--- src/rtl/fp_pkg.sv ---
// Shared single-precision constants, field helpers and divider step-phase decode.
package fp_pkg;
  localparam int EXP_W      = 8;
  localparam int MANT_W     = 23;
  localparam int BIAS       = 127;
  localparam int FP_EXP_MAX = 255;
  localparam int DIV_STEPS  = 25;

  // Remainder carries hidden bit, one guard bit above and one below the mantissa.
  localparam int RW = MANT_W + 3;
  localparam int QW = DIV_STEPS;

  localparam logic [4:0] S_PACK = 5'(DIV_STEPS + 1);
  localparam logic [4:0] S_DONE = 5'(DIV_STEPS + 2);

  typedef enum logic [1:0] {PH_LOAD, PH_ITER, PH_PACK, PH_DONE} phase_e;

  function automatic logic fp_sign(input logic [31:0] v);
    return v[31];
  endfunction

  function automatic logic [EXP_W-1:0] fp_exp(input logic [31:0] v);
    return v[30:23];
  endfunction

  function automatic logic [MANT_W-1:0] fp_mant(input logic [31:0] v);
    return v[22:0];
  endfunction

  // Any value with a cleared magnitude is zero, whatever its sign.
  function automatic logic fp_is_zero(input logic [31:0] v);
    return v[30:0] == 31'd0;
  endfunction

  function automatic phase_e phase_of(input logic [4:0] s);
    if (s == 5'd0)        return PH_LOAD;
    else if (s < S_PACK)  return PH_ITER;
    else if (s == S_PACK) return PH_PACK;
    else                  return PH_DONE;
  endfunction
endpackage

--- src/rtl/fp_divider_if.sv ---
// CPU-side run/stall handshake of the FP divider.
interface fp_divider_if;
  logic        run;
  logic [31:0] x;
  logic [31:0] y;
  logic        stall;
  logic [31:0] z;

  modport master (output run, x, y, input stall, z);
  modport slave  (input run, x, y, output stall, z);
endinterface

--- src/rtl/fp_div_core.sv ---
// Restoring mantissa divider: one quotient bit per step, no rounding.
module fp_div_core
  import fp_pkg::*;
(
  input  logic              clk,
  input  logic              rst,
  input  logic              load_i,
  input  logic              step_i,
  input  logic [MANT_W-1:0] xm_i,
  input  logic [MANT_W-1:0] ym_i,
  output logic [QW-1:0]     q_o
);
  logic [RW-1:0] r_q, r_d;
  logic [QW-1:0] q_q, q_d;
  logic [RW-1:0] dvs;
  logic [RW:0]   diff;

  // Trial subtract and choose between restored or reduced remainder.
  always_comb begin
    dvs  = {2'b01, ym_i, 1'b0};
    diff = {1'b0, r_q} - {1'b0, dvs};
    r_d  = r_q;
    q_d  = q_q;
    if (load_i) begin
      r_d = {2'b01, xm_i, 1'b0};
      q_d = '0;
    end else if (step_i) begin
      if (!diff[RW]) begin
        r_d = {diff[RW-2:0], 1'b0};
        q_d = {q_q[QW-2:0], 1'b1};
      end else begin
        r_d = {r_q[RW-2:0], 1'b0};
        q_d = {q_q[QW-2:0], 1'b0};
      end
    end
  end

  // Remainder / quotient registers.
  always_ff @(posedge clk) begin
    if (rst) begin
      r_q <= '0;
      q_q <= '0;
    end else begin
      r_q <= r_d;
      q_q <= q_d;
    end
  end

  assign q_o = q_q;
endmodule

--- src/rtl/fp_divider.sv ---
// Multi-cycle single-precision divider with run/stall handshake, truncating.
module fp_divider
  import fp_pkg::*;
(
  input  logic         clk,
  input  logic         rst,
  fp_divider_if.slave  bus
);
  localparam logic signed [9:0] EXP_HI = 10'(BIAS);
  localparam logic signed [9:0] EXP_LO = 10'(BIAS - 1);
  localparam logic signed [9:0] EXP_SAT = 10'(FP_EXP_MAX);

  logic [4:0]        s_q, s_d;
  logic              done_q, done_d;
  logic [31:0]       z_q, z_d;
  logic              sign_q, xz_q, yz_q;
  logic signed [9:0] exp_q;
  logic signed [9:0] exp_n;
  logic [MANT_W-1:0] mant_n;
  logic [QW-1:0]     q;
  phase_e            phase;
  logic              load, step, pack;

  fp_div_core u_core (
    .clk    (clk),
    .rst    (rst),
    .load_i (load),
    .step_i (step),
    .xm_i   (fp_mant(bus.x)),
    .ym_i   (fp_mant(bus.y)),
    .q_o    (q)
  );

  // Step sequencing, done flag and the pack / special-case selection.
  always_comb begin
    phase  = phase_of(s_q);
    load   = bus.run && (phase == PH_LOAD);
    step   = bus.run && (phase == PH_ITER);
    pack   = bus.run && (phase == PH_PACK);
    s_d    = '0;
    done_d = 1'b0;
    if (bus.run) begin
      s_d    = (s_q == S_DONE) ? s_q : s_q + 5'd1;
      done_d = done_q | pack;
    end
    // Quotient lies in (0.5, 2): normalise on its integer bit.
    exp_n  = exp_q + (q[QW-1] ? EXP_HI : EXP_LO);
    mant_n = q[QW-1] ? q[QW-2:1] : q[QW-3:0];
    z_d    = z_q;
    if (pack) begin
      if (xz_q)                 z_d = 32'd0;
      else if (yz_q)            z_d = {sign_q, 8'hFF, 23'd0};
      else if (exp_n <= 10'sd0) z_d = 32'd0;
      else if (exp_n >= EXP_SAT) z_d = {sign_q, 8'hFF, 23'd0};
      else                      z_d = {sign_q, exp_n[EXP_W-1:0], mant_n};
    end
  end

  // Control state, operand attributes captured at load, packed result.
  always_ff @(posedge clk) begin
    if (rst) begin
      s_q    <= '0;
      done_q <= 1'b0;
      z_q    <= '0;
      sign_q <= 1'b0;
      xz_q   <= 1'b0;
      yz_q   <= 1'b0;
      exp_q  <= '0;
    end else begin
      s_q    <= s_d;
      done_q <= done_d;
      z_q    <= z_d;
      if (load) begin
        sign_q <= fp_sign(bus.x) ^ fp_sign(bus.y);
        xz_q   <= fp_is_zero(bus.x);
        yz_q   <= fp_is_zero(bus.y);
        exp_q  <= $signed({2'b00, fp_exp(bus.x)}) - $signed({2'b00, fp_exp(bus.y)});
      end
    end
  end

  assign bus.stall = bus.run & ~done_q;
  assign bus.z     = z_q;
endmodule
--- src/flat_wrapper.sv ---
// flat-port wrapper written by rule: the top's interface ports become plain ports
module fp_divider_flat import fp_pkg::*;
  (clk, rst, bus_run, bus_x, bus_y, bus_stall, bus_z);
  fp_divider_if bus_i ();
  input  logic clk;
  input  logic rst;
  input wire logic [$bits(bus_i.run)-1:0] bus_run;
  input wire logic [$bits(bus_i.x)-1:0] bus_x;
  input wire logic [$bits(bus_i.y)-1:0] bus_y;
  output wire logic [$bits(bus_i.stall)-1:0] bus_stall;
  output wire logic [$bits(bus_i.z)-1:0] bus_z;
  assign bus_i.run = bus_run;
  assign bus_i.x = bus_x;
  assign bus_i.y = bus_y;
  assign bus_stall = bus_i.stall;
  assign bus_z = bus_i.z;
  fp_divider u_core (.clk(clk), .rst(rst), .bus(bus_i));
endmodule
--- config.mk ---
export PLATFORM = sky130hd
export DESIGN_NAME = fp_divider_flat
export DESIGN_NICKNAME = d
export VERILOG_FILES = /design/src/rtl/fp_pkg.sv /design/src/rtl/fp_divider_if.sv /design/src/rtl/fp_div_core.sv /design/src/rtl/fp_divider.sv /design/src/flat_wrapper.sv
export SDC_FILE = /design/constraint.sdc
export NUM_CORES = 1
export LEC_CHECK = 0
export CORE_MARGIN = 3
export CORE_UTILIZATION = 50
export CTS_BUF_LIST = sky130_fd_sc_hd__clkbuf_8
export CTS_CLUSTER_DIAMETER = 200
export DETAILED_ROUTE_END_ITERATION = 10
export PLACE_DENSITY = 0.82
export SLEW_MARGIN = 20
export SYNTH_ARGS = -nofsm -noshare
export SYNTH_HDL_FRONTEND = slang
export SYNTH_SLANG_ARGS = --single-unit
--- constraint.sdc ---
create_clock -name clk -period 3.6 [get_ports clk]
set_input_delay 0.9 -clock clk [delete_from_list [all_inputs] [get_ports clk]]
set_output_delay 0.9 -clock clk [all_outputs]
set_load 0.005 [all_outputs]
=== Yosys cells after proc, flatten, opt, wreduce, memory -nomap -nowiden ===
Index checks and enable logic that the tools add are counted.

* Bits in registers: 102
* Input port bits: 67
* Output and inout bits: 33
* Logic and storage cells: 49

* Add/sub/neg operators: 4
* Magnitude comparators: 3
* Eq/ne operators: 4
* Muxes and demuxes: 13
* Bitwise logic cells: 5
* Reductions and logical operators: 10

{| class="wikitable"
|+ Operators with widths
! cell !! count
|-
| 32-bit 2-to-1 mux || 3
|-
| 31-bit logical NOT || 2
|-
| 25-bit 2-to-1 mux || 2
|-
| 31-bit 2-to-1 mux || 1
|-
| 26-bit by 25-bit subtractor with 27-bit output || 1
|-
| 26-bit 2-to-1 mux || 1
|-
| 23-bit 2-to-1 mux || 1
|-
| 10-bit adder || 1
|-
| 5-bit == test (second input constant) || 2
|-
| 10-bit by 9-bit >= comparator with 1-bit output (second input constant) || 1
|-
| 10-bit by 1-bit <= comparator with 1-bit output (second input constant) || 1
|-
| 8-bit by 8-bit subtractor with 9-bit output || 1
|-
| 5-bit by 1-bit adder with 5-bit output (second input constant) || 1
|-
| 5-bit logical NOT || 1
|-
| 5-bit < comparator (second input constant) || 1
|-
| 2-bit 2-to-1 mux || 2
|-
| 2-bit OR reduction || 2
|-
| 1-bit logical AND || 3
|-
| 1-bit 2-to-1 mux || 3
|-
| 2-bit by 1-bit == test with 1-bit output (second input constant) || 1
|-
| 2-bit == test (second input constant) || 1
|-
| 2-bit logical NOT || 1
|-
| 1-bit inverter || 2
|-
| 2-bit nonzero test || 1
|-
| 3 further kinds || 3
|}

=== Longest topological paths before layout ===
Gate-level depths: netlist of run 1.

* Word-level depth: 8
* Mapped depth: 12
* Depth with buffers taken out: 10

=== Hierarchy ===
A second synthesis of run 1 with hierarchy kept.

* Cells, all modules: 781
* Area, all modules: 6,563.8 µm²

{| class="wikitable"
|+ Modules (own cells, without submodules)
! module !! instances !! cells each !! area an instance (µm²) !! seq. area each (µm²)
|-
| fp_div_core || 1 || 425 || 3,433.3 || 1,001.0
|-
| fp_divider || 1 || 356 || 3,130.5 || 1,001.0
|}

=== Least setup slack after synthesis of run 1 ===
No wires, ideal clock.

* Path kind: input-to-reg
* From: in bus_y[4]
* To: reg u_core.u_core.r_q[17]
* Library setup time: 0.142 ns
* Data arrival time: 2.833 ns
* Data required time: 3.458 ns
* Setup slack: 0.625 ns
* Stages: 11
* Buffers on the path: 2
* Cell sequence: inv_1 > ha_1 > a21o_1 > a31o_2 > o2111ai_1 > a31oi_2 > or2_1 > buf_2 > buf_4 > a211oi_1 > a311oi_1

* Longest elaborated chain between the ends: 4

{| class="wikitable"
|+ Ends and longest elaborated chain
! item !! RTL line !! RTL
|-
| start, declared || flat_wrapper.sv:9 || <nowiki>input wire logic [$bits(bus_i.y)-1:0] bus_y;</nowiki>
|-
| 26-bit by 25-bit subtractor with 27-bit output || fp_div_core.sv:21 || <nowiki>diff = {1'b0, r_q} - {1'b0, dvs};</nowiki>
|-
| 26-bit 2-to-1 mux || fp_div_core.sv:28 || <nowiki>if (!diff[RW]) begin</nowiki>
|-
| 25-bit 2-to-1 mux || fp_div_core.sv:27 || <nowiki>end else if (step_i) begin</nowiki>
|-
| 25-bit 2-to-1 mux || fp_div_core.sv:24 || <nowiki>if (load_i) begin</nowiki>
|-
| end signal, assigned || fp_div_core.sv:44 || <nowiki>r_q <= r_d;</nowiki>
|-
| end, declared || fp_div_core.sv:13 || <nowiki>logic [RW-1:0] r_q, r_d;</nowiki>
|}

No other way between the ends. The select of a mux whose other input is x is not followed.
A chain may end at the register's enable or synchronous reset.

=== Worst setup path in the final report of run 1 ===
* From: in bus_y[2]
* To: reg u_core.u_core.r_q[18]

Same word-level chain as after synthesis.

==> flow_metrics.env, run 1 <==
export IMPL_status="finished, final reports clean"
export IMPL_clockPowerShare_pct=30.0
export IMPL_grt_usage_pct=23.42
export IMPL_clock_sinks=100
export IMPL_routed_wl_um=16450
export IMPL_synth_edf_count=0
export IMPL_num_fill_cells=1041
export IMPL_setup_violations=0
export IMPL_synthTopCellsByArea="dfxtp_1, ha_1, nand2_1, a21oi_1, mux2i_1"
export IMPL_cap_violations=0
export IMPL_post_cts_repair_setup_buffers=0
export IMPL_viasPerCell=5.774
export IMPL_clk_latency_ns=0.37
export IMPL_core_area_sq_um=12110
export IMPL_worst_slack_ns=0.4340
export IMPL_fin_tns_setup_ns=0
export IMPL_gp_congestion=0.9646
export IMPL_mappedNetlistNets=904
export IMPL_arrival_ns=3.42
export IMPL_r2r_start="u_core.exp_q[0]"
export IMPL_startpoint_type="input pin"
export IMPL_fin_crit_ns=3.166
export IMPL_ys_ff_latch=100
export IMPL_crit_chain="clkdlybuf4s50_1 > inv_1 > ha_1 > nor2b_1 > o2111ai_1 > a31oi_1 > nor3b_1 > o21ai_0 > xnor2_1 > o21ai_0"
export IMPL_p_seq_share_pct=45.3
export IMPL_hold_path_depth=2
export IMPL_leakagePower_nw=2.922
export IMPL_drive_gt1_share_pct=6.961
export IMPL_root_buffer="clkbuf_8"
export IMPL_cts_hold_fix_buffers=0
export IMPL_path_max_fanout=4
export IMPL_p_per_area_nw_per_um2=334.5
export IMPL_yosys_warnings=0
export IMPL_cpLargestDelayFamily="compound AO/OA/AOI/OAI gates"
export IMPL_avgSynthCellArea_sq_um=7.841
export IMPL_synth_area_sq_um=6265
export IMPL_fin_util_pct=64.14
export IMPL_clockBufferDepth=2
export IMPL_async_reset_ff_share_pct=0
export IMPL_hold_path_end="u_core.bus.z[21]"
export IMPL_min_from="u_core.bus.z[21]"
export IMPL_grt_pass1_wl_um=27410
export IMPL_hpwl_um=12840
export IMPL_stdcell_count=1073
export IMPL_ant_nets=0
export IMPL_synth_area_leader_cell="dfxtp_1"
export IMPL_nNetsFinal=1005
export IMPL_antenna_cells=0
export IMPL_antenna_found_initial=0
export IMPL_wl_per_cell_um=15.33
export IMPL_start_util_pct=51.73
export IMPL_synth_top_cell_area_share_pct=31.96
export IMPL_synth_common_cells="nand2_1, dfxtp_1, a21oi_1"
export IMPL_r2r_cells=10
export IMPL_cp_end_kind="register"
export IMPL_rows=40
export IMPL_die_y_um=117.9
export IMPL_worstMarginPinSlew_ns=0.7719
export IMPL_synth_most_common_cell="nand2_1"
export IMPL_critPathBufInv=2
export IMPL_grt_overflow=0
export IMPL_crit_type="input pin to register"
export IMPL_die_area_sq_um=13910
export IMPL_ys_seq_area_share_pct=31.96
export IMPL_combPwrFrac_pct=24.7
export IMPL_drtIter0Drc=510
export IMPL_swShare_pct=31.52
export IMPL_r2r_end="u_core.bus.z[3]"
export IMPL_firstDrtPassIters=5
export IMPL_min_period_over_period_pct=87.95
export IMPL_max_slew_margin_pct=48.54
export IMPL_slew_viol_final=0
export IMPL_max_freq_mhz=315.9
export IMPL_drc_errors=0
export IMPL_synthFlopType="dfxtp_1"
export IMPL_cts_repair_resized=0
export IMPL_cts_tree="yes"
export IMPL_htreeDepth=3
export IMPL_syn_to_final_growth_pct=24.01
export IMPL_crit_path_top_delay_cell="nor3b_1"
export IMPL_dp_slack_ns=0.06679
export IMPL_min_path_type="register to register"
export IMPL_reg2reg_slack_ns=0.52
export IMPL_switchingPower_mw=0.8190
export IMPL_synthCells=799
export IMPL_hold_viol_final=0
export IMPL_p_int_mw=1.779
export IMPL_grt_pass1_vias=5736
export IMPL_grt_max_degree=36
export IMPL_place_port_buffers=99
export IMPL_power_mw=2.598
export IMPL_slowest_delay_ns=0.52
export IMPL_path_clk_slew_ns=0.10
export IMPL_grt_setup_unrepaired="no"
export IMPL_cp_required_ns=3.86
export IMPL_dieWidth_um=117.9
export IMPL_final_setup_skew_ns=0.01653
export IMPL_numCtsBuffers=9
export IMPL_ios=100
export IMPL_ys_types=66
export IMPL_vias=6195
export IMPL_dp_cells=1057
export IMPL_peakVddDrop_uv=173.1
export IMPL_crit_top_cell="o21ai_0"
-- cell usage in the layout, fill, tap and decap left out, drive strengths merged, types with 25 or more instances in the layout --
cell type	instances
nand3	25
o21ai	61
buf	32
nor2	40
inv	54
mux2i	34
nand2	107
clkdlybuf4s50	98
ha	36
a21oi	73
dfxtp	100
-- per-stage QoR --
step,hold slack [ns],area (sq um)
final,0.4496,7769
after floorplan,0.4259,6265
after detailed placement,0.4395,7542
after CTS,0.4560,7769
after global routing,0.4713,7769
after global placement,0.4379,7542
-- final cells by class --
class / count / area (sq um) / area share (%)
sequential: 100 / 2002 / 25.77
clock inverter: 7 / 102.6 / 1.321
timing repair buffer: 130 / 1231 / 15.85
multi-input combinational: 608 / 3908 / 50.30
tap: 168 / 210.2 / 2.706
inverter: 51 / 191.4 / 2.464
clock buffer: 9 / 123.9 / 1.594
-- tightest hold or removal path: stages (launching register included) --
cell and delay [ns]:
dfxtp_1 0.32, nand2_1 0.05, o21ai_1 0.05
-- cell families (layout without fill, tap and decap cells) --
| kind of cell | Yosys count | after routing | synth area share, % |
|---|---|---|---|
| simple gates | 279 | 279 | 22.17 |
| mux | 35 | 35 | 5.612 |
| fa+ha+maj | 38 | 38 | 7.829 |
| buf+inv | 91 | 197 | 5.772 |
| xor+xnor | 28 | 28 | 3.914 |
| compound gates | 228 | 228 | 22.75 |
| flops | 100 | 100 | 31.96 |
-- metal layers --
layer	up-vias	part of all wire, %	GRT usage (%)
met5	-	0	0
met4	0	2.2	8.718
met3	32	6.7	3.316
met2	236	46	38.02
met1	2850	45	31.70
li1	3077	-	-
-- state kept, by name, indices dropped and copies added (netlist names) --
signal             cells
u_core.done_q          1
u_core.u_core.r_q     25
u_core.bus.z          32
u_core.yz_q            1
u_core.exp_q           9
u_core.sign_q          1
u_core.s_q             5
u_core.u_core.q_o     25
u_core.xz_q            1
-- power groups by stage --
stage	Clock (mW)	Sequential [mW]	Combinational, mW
floorplan	0	1.19	0.420
global placement	0	1.20	0.623
detailed placement	0	1.20	0.631
CTS	0.788	1.18	0.635
global route	0.832	1.18	0.712
finish	0.779	1.18	0.641
-- how the worst max path moves through the flow --
| stage | cells after the start | startpoint | to |
|---|---|---|---|
| finish | 10 | bus_y[2] | u_core.u_core.r_q[18] |
| global route | 11 | bus_y[7] | u_core.u_core.r_q[17] |
| CTS | 11 | bus_y[1] | u_core.u_core.r_q[3] |
| detailed placement | 11 | bus_y[1] | u_core.u_core.r_q[3] |
| global placement | 11 | bus_y[1] | u_core.u_core.r_q[3] |
| floorplan | 11 | bus_y[4] | u_core.u_core.r_q[17] |
Power figures use the tool's default switching activity.
==> run 2: changes to the inputs <==
--- a/config.mk
+++ b/config.mk
@@ -5,7 +5,7 @@
 export SDC_FILE = /design/constraint.sdc
 export NUM_CORES = 1
 export LEC_CHECK = 0
-export CORE_MARGIN = 3
+export CORE_MARGIN = 2
 export CORE_UTILIZATION = 50
 export CTS_BUF_LIST = sky130_fd_sc_hd__clkbuf_8
 export CTS_CLUSTER_DIAMETER = 200
@@ -15,3 +15,4 @@
 export SYNTH_ARGS = -nofsm -noshare
 export SYNTH_HDL_FRONTEND = slang
 export SYNTH_SLANG_ARGS = --single-unit
+export TNS_END_PERCENT = 30
==> run 2 against run 1 <==
  * Wire length is 2.1% higher
  * Sequential cell count stayed put
  * Clock-buffer cell count is the same
  * Sequential share of layout area hardly changed
  * Global-route usage grew 2.1 points
  * Combinational power up 1%
  * Die area shrank 3.4%
  * Highest routed layer unchanged
  * Power is 1.8% lower
==> flow_metrics.env, run 2 (synthesis gave the netlist of run 1 again) <==
export IMPL_status="finished, final reports clean"
export IMPL_core_area_sq_um=12110
export IMPL_switchingPower_mw=0.8363
export IMPL_final_common_cell="nand2_1"
export IMPL_arrival_ns=3.46
export IMPL_ant_nets=0
export IMPL_p_per_area_nw_per_um2=328.0
export IMPL_grt_max_degree=30
export IMPL_syn_to_final_growth_pct=24.19
export IMPL_htreeDepth=3
export IMPL_critPathLaunch="bus_y[4]"
export IMPL_cp_required_ns=3.84
export IMPL_hold_ws_ns=0.4517
export IMPL_largest_reg_flops=32
export IMPL_start_util_pct=51.73
export IMPL_cp_end_kind="register"
export IMPL_power_mw=2.552
export IMPL_place_port_buffers=99
export IMPL_grt_pass1_wl_um=27460
export IMPL_p_int_mw=1.716
export IMPL_p_seq_share_pct=46.1
export IMPL_rows=40
export IMPL_numCtsBuffers=9
export IMPL_worstMarginPinSlew_ns=0.8132
export IMPL_max_freq_mhz=310.6
export IMPL_root_buffer="clkbuf_8"
export IMPL_hpwl_um=12860
export IMPL_clk_latency_ns=0.38
export IMPL_startpoint_type="input pin"
export IMPL_wl_per_cell_um=15.58
export IMPL_viasPerCell=5.692
export IMPL_swShare_pct=32.77
export IMPL_gp_congestion=0.9506
export IMPL_final_setup_skew_ns=0.01900
export IMPL_ios=100
export IMPL_clock_sinks=100
export IMPL_crit_type="input pin to register"
export IMPL_die_area_sq_um=13440
export IMPL_fin_util_pct=64.24
export IMPL_antenna_cells=0
export IMPL_r2r_start="u_core.u_core.q_o[24]"
export IMPL_cts_tree="yes"
export IMPL_min_period_over_period_pct=89.44
export IMPL_drtIter0Drc=451
export IMPL_path_clk_slew_ns=0.12
export IMPL_grt_usage_pct=25.53
export IMPL_firstDrtPassIters=5
export IMPL_fin_crit_ns=3.220
export IMPL_dieWidth_um=115.9
export IMPL_path_max_fanout=19
export IMPL_cts_hold_fix_buffers=0
export IMPL_final_cell_mix="nand2_1, dfxtp_1, clkdlybuf4s50_1"
export IMPL_nNetsFinal=1010
export IMPL_num_fill_cells=1079
export IMPL_leakagePower_nw=2.934
export IMPL_slew_viol_final=0
export IMPL_combPwrFrac_pct=25.4
export IMPL_clockPowerShare_pct=28.5
export IMPL_grt_pass1_vias=5656
export IMPL_antenna_found_initial=0
export IMPL_die_y_um=115.9
export IMPL_stdcell_area_sq_um=7780
export IMPL_max_slew_margin_pct=45.78
export IMPL_post_cts_repair_setup_buffers=0
export IMPL_placed_area_sq_um=7580
export IMPL_cts_repair_resized=0
export IMPL_peakVddDrop_uv=175.2
export IMPL_min_from="u_core.bus.z[13]"
export IMPL_grt_overflow=0
export IMPL_min_path_type="register to register"
export IMPL_drc_errors=0
export IMPL_clockBufferDepth=2
export IMPL_vias=6136
export IMPL_cap_violations=0
export IMPL_hold_viol_final=0
export IMPL_routed_wl_um=16800
export IMPL_setup_violations=0
export IMPL_fin_tns_setup_ns=0
export IMPL_grt_setup_unrepaired="no"
export IMPL_drive_gt1_share_pct=7.473
==> run 2: metrics by stage <==
step           instances  setup slack (ns)
2_1_floorplan        799            0.6249
4_1_cts             1078            0.3826
5_1_grt             1078            0.1028
6_report            1078            0.3803
3_3_place_gp        1062           0.09218
3_5_place_dp        1062          -0.02770
==> run 2: path summary, 6_finish.rpt <==
path,endpoint,slack (ns),depth (start not counted)
worst max register to register,u_core.bus.z[6],0.44,10
worst min register to register,u_core.bus.z[13],0.45,2
worst min-delay path,u_core.bus.z[13],0.45,2
worst max-delay path,u_core.u_core.r_q[10],0.38,11
==> run 2: layer usage <==
layer | track usage [%] | vias to the layer above | share of wire (%)
met5 | 0 | - | 0
met1 | 34.45 | 2812 | 45
met3 | 2.824 | 33 | 5.8
met2 | 42.22 | 215 | 46
li1 | - | 3076 | -
met4 | 9.603 | 0 | 2.4
==> run 2: worst max-delay path, cell delays in order <==
cell,delay (ns)
clkdlybuf4s50_1,0.47
inv_1,0.05
ha_1,0.30
a21o_1,0.18
a31o_2,0.24
o2111ai_1,0.25
a31oi_2,0.12
or2_1,0.26
buf_12,0.17
mux2i_1,0.12
a2111oi_0,0.40
==> run 2: final cells by class <==
cell class | count | area [sq um] | area share, %
multi-input cells | 608 | 3908 | 50.23
inverters | 51 | 191.4 | 2.461
repair buffers | 135 | 1269 | 16.31
well taps | 168 | 210.2 | 2.702
flip-flops and latches | 100 | 2002 | 25.73
clock inverters | 7 | 76.32 | 0.9810
clock buffers | 9 | 123.9 | 1.592
==> run 2: power by group through the flow <==
stage	registers, mW	clock network [mW]	logic (mW)
6_report	1.18	0.728	0.648
5_1_grt	1.18	0.785	0.717
4_1_cts	1.17	0.738	0.640
3_5_place_dp	1.20	0	0.637
3_3_place_gp	1.20	0	0.628
2_1_floorplan	1.19	0	0.420
==> run 3: changes to the inputs <==
--- a/config.mk
+++ b/config.mk
@@ -7,7 +7,7 @@
 export LEC_CHECK = 0
 export CORE_MARGIN = 2
 export CORE_UTILIZATION = 50
-export CTS_BUF_LIST = sky130_fd_sc_hd__clkbuf_8
+export CTS_BUF_LIST = sky130_fd_sc_hd__clkbuf_2
 export CTS_CLUSTER_DIAMETER = 200
 export DETAILED_ROUTE_END_ITERATION = 10
 export PLACE_DENSITY = 0.82
==> run 3 against run 2 <==
  * Critical path depth fell by 1
  * Final cell count barely moved
  * Largest power group unchanged
  * Clock skew rose by 0.033 ns
  * Via count barely moved
  * Sequential power barely moved
  * First-iteration DRC count rose by 4.7%
  * Largest cell class unchanged
  * Non-clock buffer count did not move
  * Die area did not move
  * Sequential share of layout area rose by 0.25 points
==> flow_metrics.env, run 3 (synthesis gave the netlist of run 1 again) <==
export IMPL_status="finished, final reports clean"
export IMPL_hold_viol_final=0
export IMPL_ant_nets=0
export IMPL_r2r_end="u_core.bus.z[8]"
export IMPL_fin_crit_ns=3.141
export IMPL_cap_violations=0
export IMPL_min_path_type="register to register"
export IMPL_gp_congestion=0.9506
export IMPL_start_util_pct=51.73
export IMPL_largest_reg_flops=32
export IMPL_clk_latency_ns=0.57
export IMPL_swShare_pct=34.23
export IMPL_slew_viol_final=0
export IMPL_crit_top_cell="ha_1"
export IMPL_max_slew_margin_pct=46.64
export IMPL_peakVddDrop_uv=146.9
export IMPL_arrival_ns=3.60
export IMPL_cts_hold_fix_buffers=0
export IMPL_antenna_found_initial=1
export IMPL_syn_to_final_growth_pct=22.97
export IMPL_grt_pass1_vias=5657
export IMPL_crit_type="register to register"
export IMPL_ios=100
export IMPL_dp_cells=1062
export IMPL_final_common_cell="nand2_1"
export IMPL_numCtsBuffers=9
export IMPL_die_area_sq_um=13440
export IMPL_clock_sinks=100
export IMPL_nNetsFinal=1010
export IMPL_setup_violations=0
export IMPL_worstMarginPinSlew_ns=0.8004
export IMPL_grt_overflow=0
export IMPL_routed_wl_um=16730
export IMPL_min_from="u_core.bus.z[13]"
export IMPL_placed_area_sq_um=7580
export IMPL_firstDrtPassIters=5
export IMPL_combPwrFrac_pct=27.2
export IMPL_cts_tree="yes"
export IMPL_path_clk_slew_ns=0.32
export IMPL_final_setup_skew_ns=0.05187
export IMPL_htreeDepth=3
export IMPL_stdcell_count=1079
export IMPL_place_port_buffers=99
export IMPL_p_per_area_nw_per_um2=308.9
export IMPL_grt_usage_pct=25.25
export IMPL_max_freq_mhz=318.4
export IMPL_fin_util_pct=63.61
export IMPL_final_cell_mix="nand2_1, dfxtp_1, clkdlybuf4s50_1"
export IMPL_startpoint_type="register"
export IMPL_wl_per_cell_um=15.50
export IMPL_grt_max_degree=30
export IMPL_hold_path_end="u_core.bus.z[13]"
export IMPL_drtIter0Drc=472
export IMPL_hold_path_depth=2
export IMPL_post_cts_repair_setup_buffers=0
export IMPL_grt_pass1_wl_um=27320
export IMPL_p_int_mw=1.565
export IMPL_clockPowerShare_pct=23.1
export IMPL_viasPerCell=5.691
export IMPL_fin_tns_setup_ns=0
export IMPL_crit_path_top_delay_cell="nand2b_1"
export IMPL_grt_setup_unrepaired="no"
export IMPL_cp_end_kind="register"
export IMPL_slowest_delay_ns=0.59
export IMPL_path_max_fanout=22
export IMPL_r2r_cells=10
export IMPL_stdcell_area_sq_um=7704
export IMPL_rows=40
export IMPL_p_seq_share_pct=49.7
export IMPL_reg2reg_slack_ns=0.46
export IMPL_hpwl_um=12860
export IMPL_clockBufferDepth=2
export IMPL_crit_chain="ha_1 > inv_1 > ha_1 > nor3b_1 > xnor2_1 > or3_1 > o41ai_1 > a211oi_2 > nand2b_1 > o21ai_1"
export IMPL_drc_errors=0
export IMPL_core_area_sq_um=12110
export IMPL_cp_required_ns=4.06
export IMPL_critPathLaunch="u_core.u_core.q_o[24]"
export IMPL_root_buffer="clkbuf_2"
export IMPL_vias=6141
export IMPL_switchingPower_mw=0.8145
export IMPL_dieWidth_um=115.9
export IMPL_leakagePower_nw=2.907
export IMPL_min_period_over_period_pct=87.24
export IMPL_drive_gt1_share_pct=7.473
export IMPL_die_y_um=115.9
export IMPL_r2r_start="u_core.u_core.q_o[24]"
export IMPL_cts_repair_resized=0
[run 3: cell types whose count changed in the layout (fill, tap and decap cells not counted)]
cell and delta:
clkbuf_2 +9, clkbuf_8 -9, diode_2 +1
[run 3: critical path, delay by kind of cell, from the launching register on]
kind / cells / cell delay, ns
AOI/OAI and AO/OA: 3 / 0.68
xor gates and xnor gates: 1 / 0.14
adders and majority gates: 2 / 0.51
buffers and inverters: 1 / 0.07
DFF: 1 / 0.39
and+or+nand+nor: 3 / 1.25
[run 3: metal layers]
metal / GRT usage [%] / wire length, um
met4: 8.492 / 391
met2: 41.99 / 7826
met1: 34.13 / 7521
met5: 0 / 0
met3: 3.033 / 989
[run 3: power groups by stage]
stage	registers (mW)	clock network, mW	logic (mW)
2_1_floorplan	1.19	0	0.420
3_3_place_gp	1.20	0	0.628
3_5_place_dp	1.20	0	0.637
4_1_cts	1.18	0.560	0.640
5_1_grt	1.19	0.609	0.717
6_report	1.18	0.550	0.648
[run 3: through the flow]
stage / power [mW] / setup WS (ns) / hold slack (ns)
6_report: 2.380 / 0.4593 / 0.4620
5_1_grt: 2.514 / 0.2040 / 0.4842
4_1_cts: 2.380 / 0.4662 / 0.4672
3_5_place_dp: 1.836 / -0.02770 / 0.4406
2_1_floorplan: 1.606 / 0.6249 / 0.4259
3_3_place_gp: 1.826 / 0.09218 / 0.4355
[run 3: area by class of cell]
cell class                 count  area, sq um
fill                        1095         4408
multi-input combinational    608         3908
sequential                   100         2002
timing repair buffer         135         1269
tap                          168        210.2
inverter                      51        191.4
clock inverter                 7        76.32
clock buffer                   9        45.04
antenna                        1        2.502
[run 3: worst max path at each step]
| stage | endpoint | slack (ns) | cells past startpoint |
|---|---|---|---|
| 2_1_floorplan | u_core.u_core.r_q[17] | 0.62 | 11 |
| 3_3_place_gp | u_core.u_core.r_q[10] | 0.09 | 11 |
| 3_5_place_dp | u_core.u_core.r_q[10] | -0.03 | 11 |
| 4_1_cts | u_core.bus.z[6] | 0.47 | 10 |
| 5_1_grt | u_core.bus.z[8] | 0.20 | 10 |
| 6_report | u_core.bus.z[8] | 0.46 | 10 |
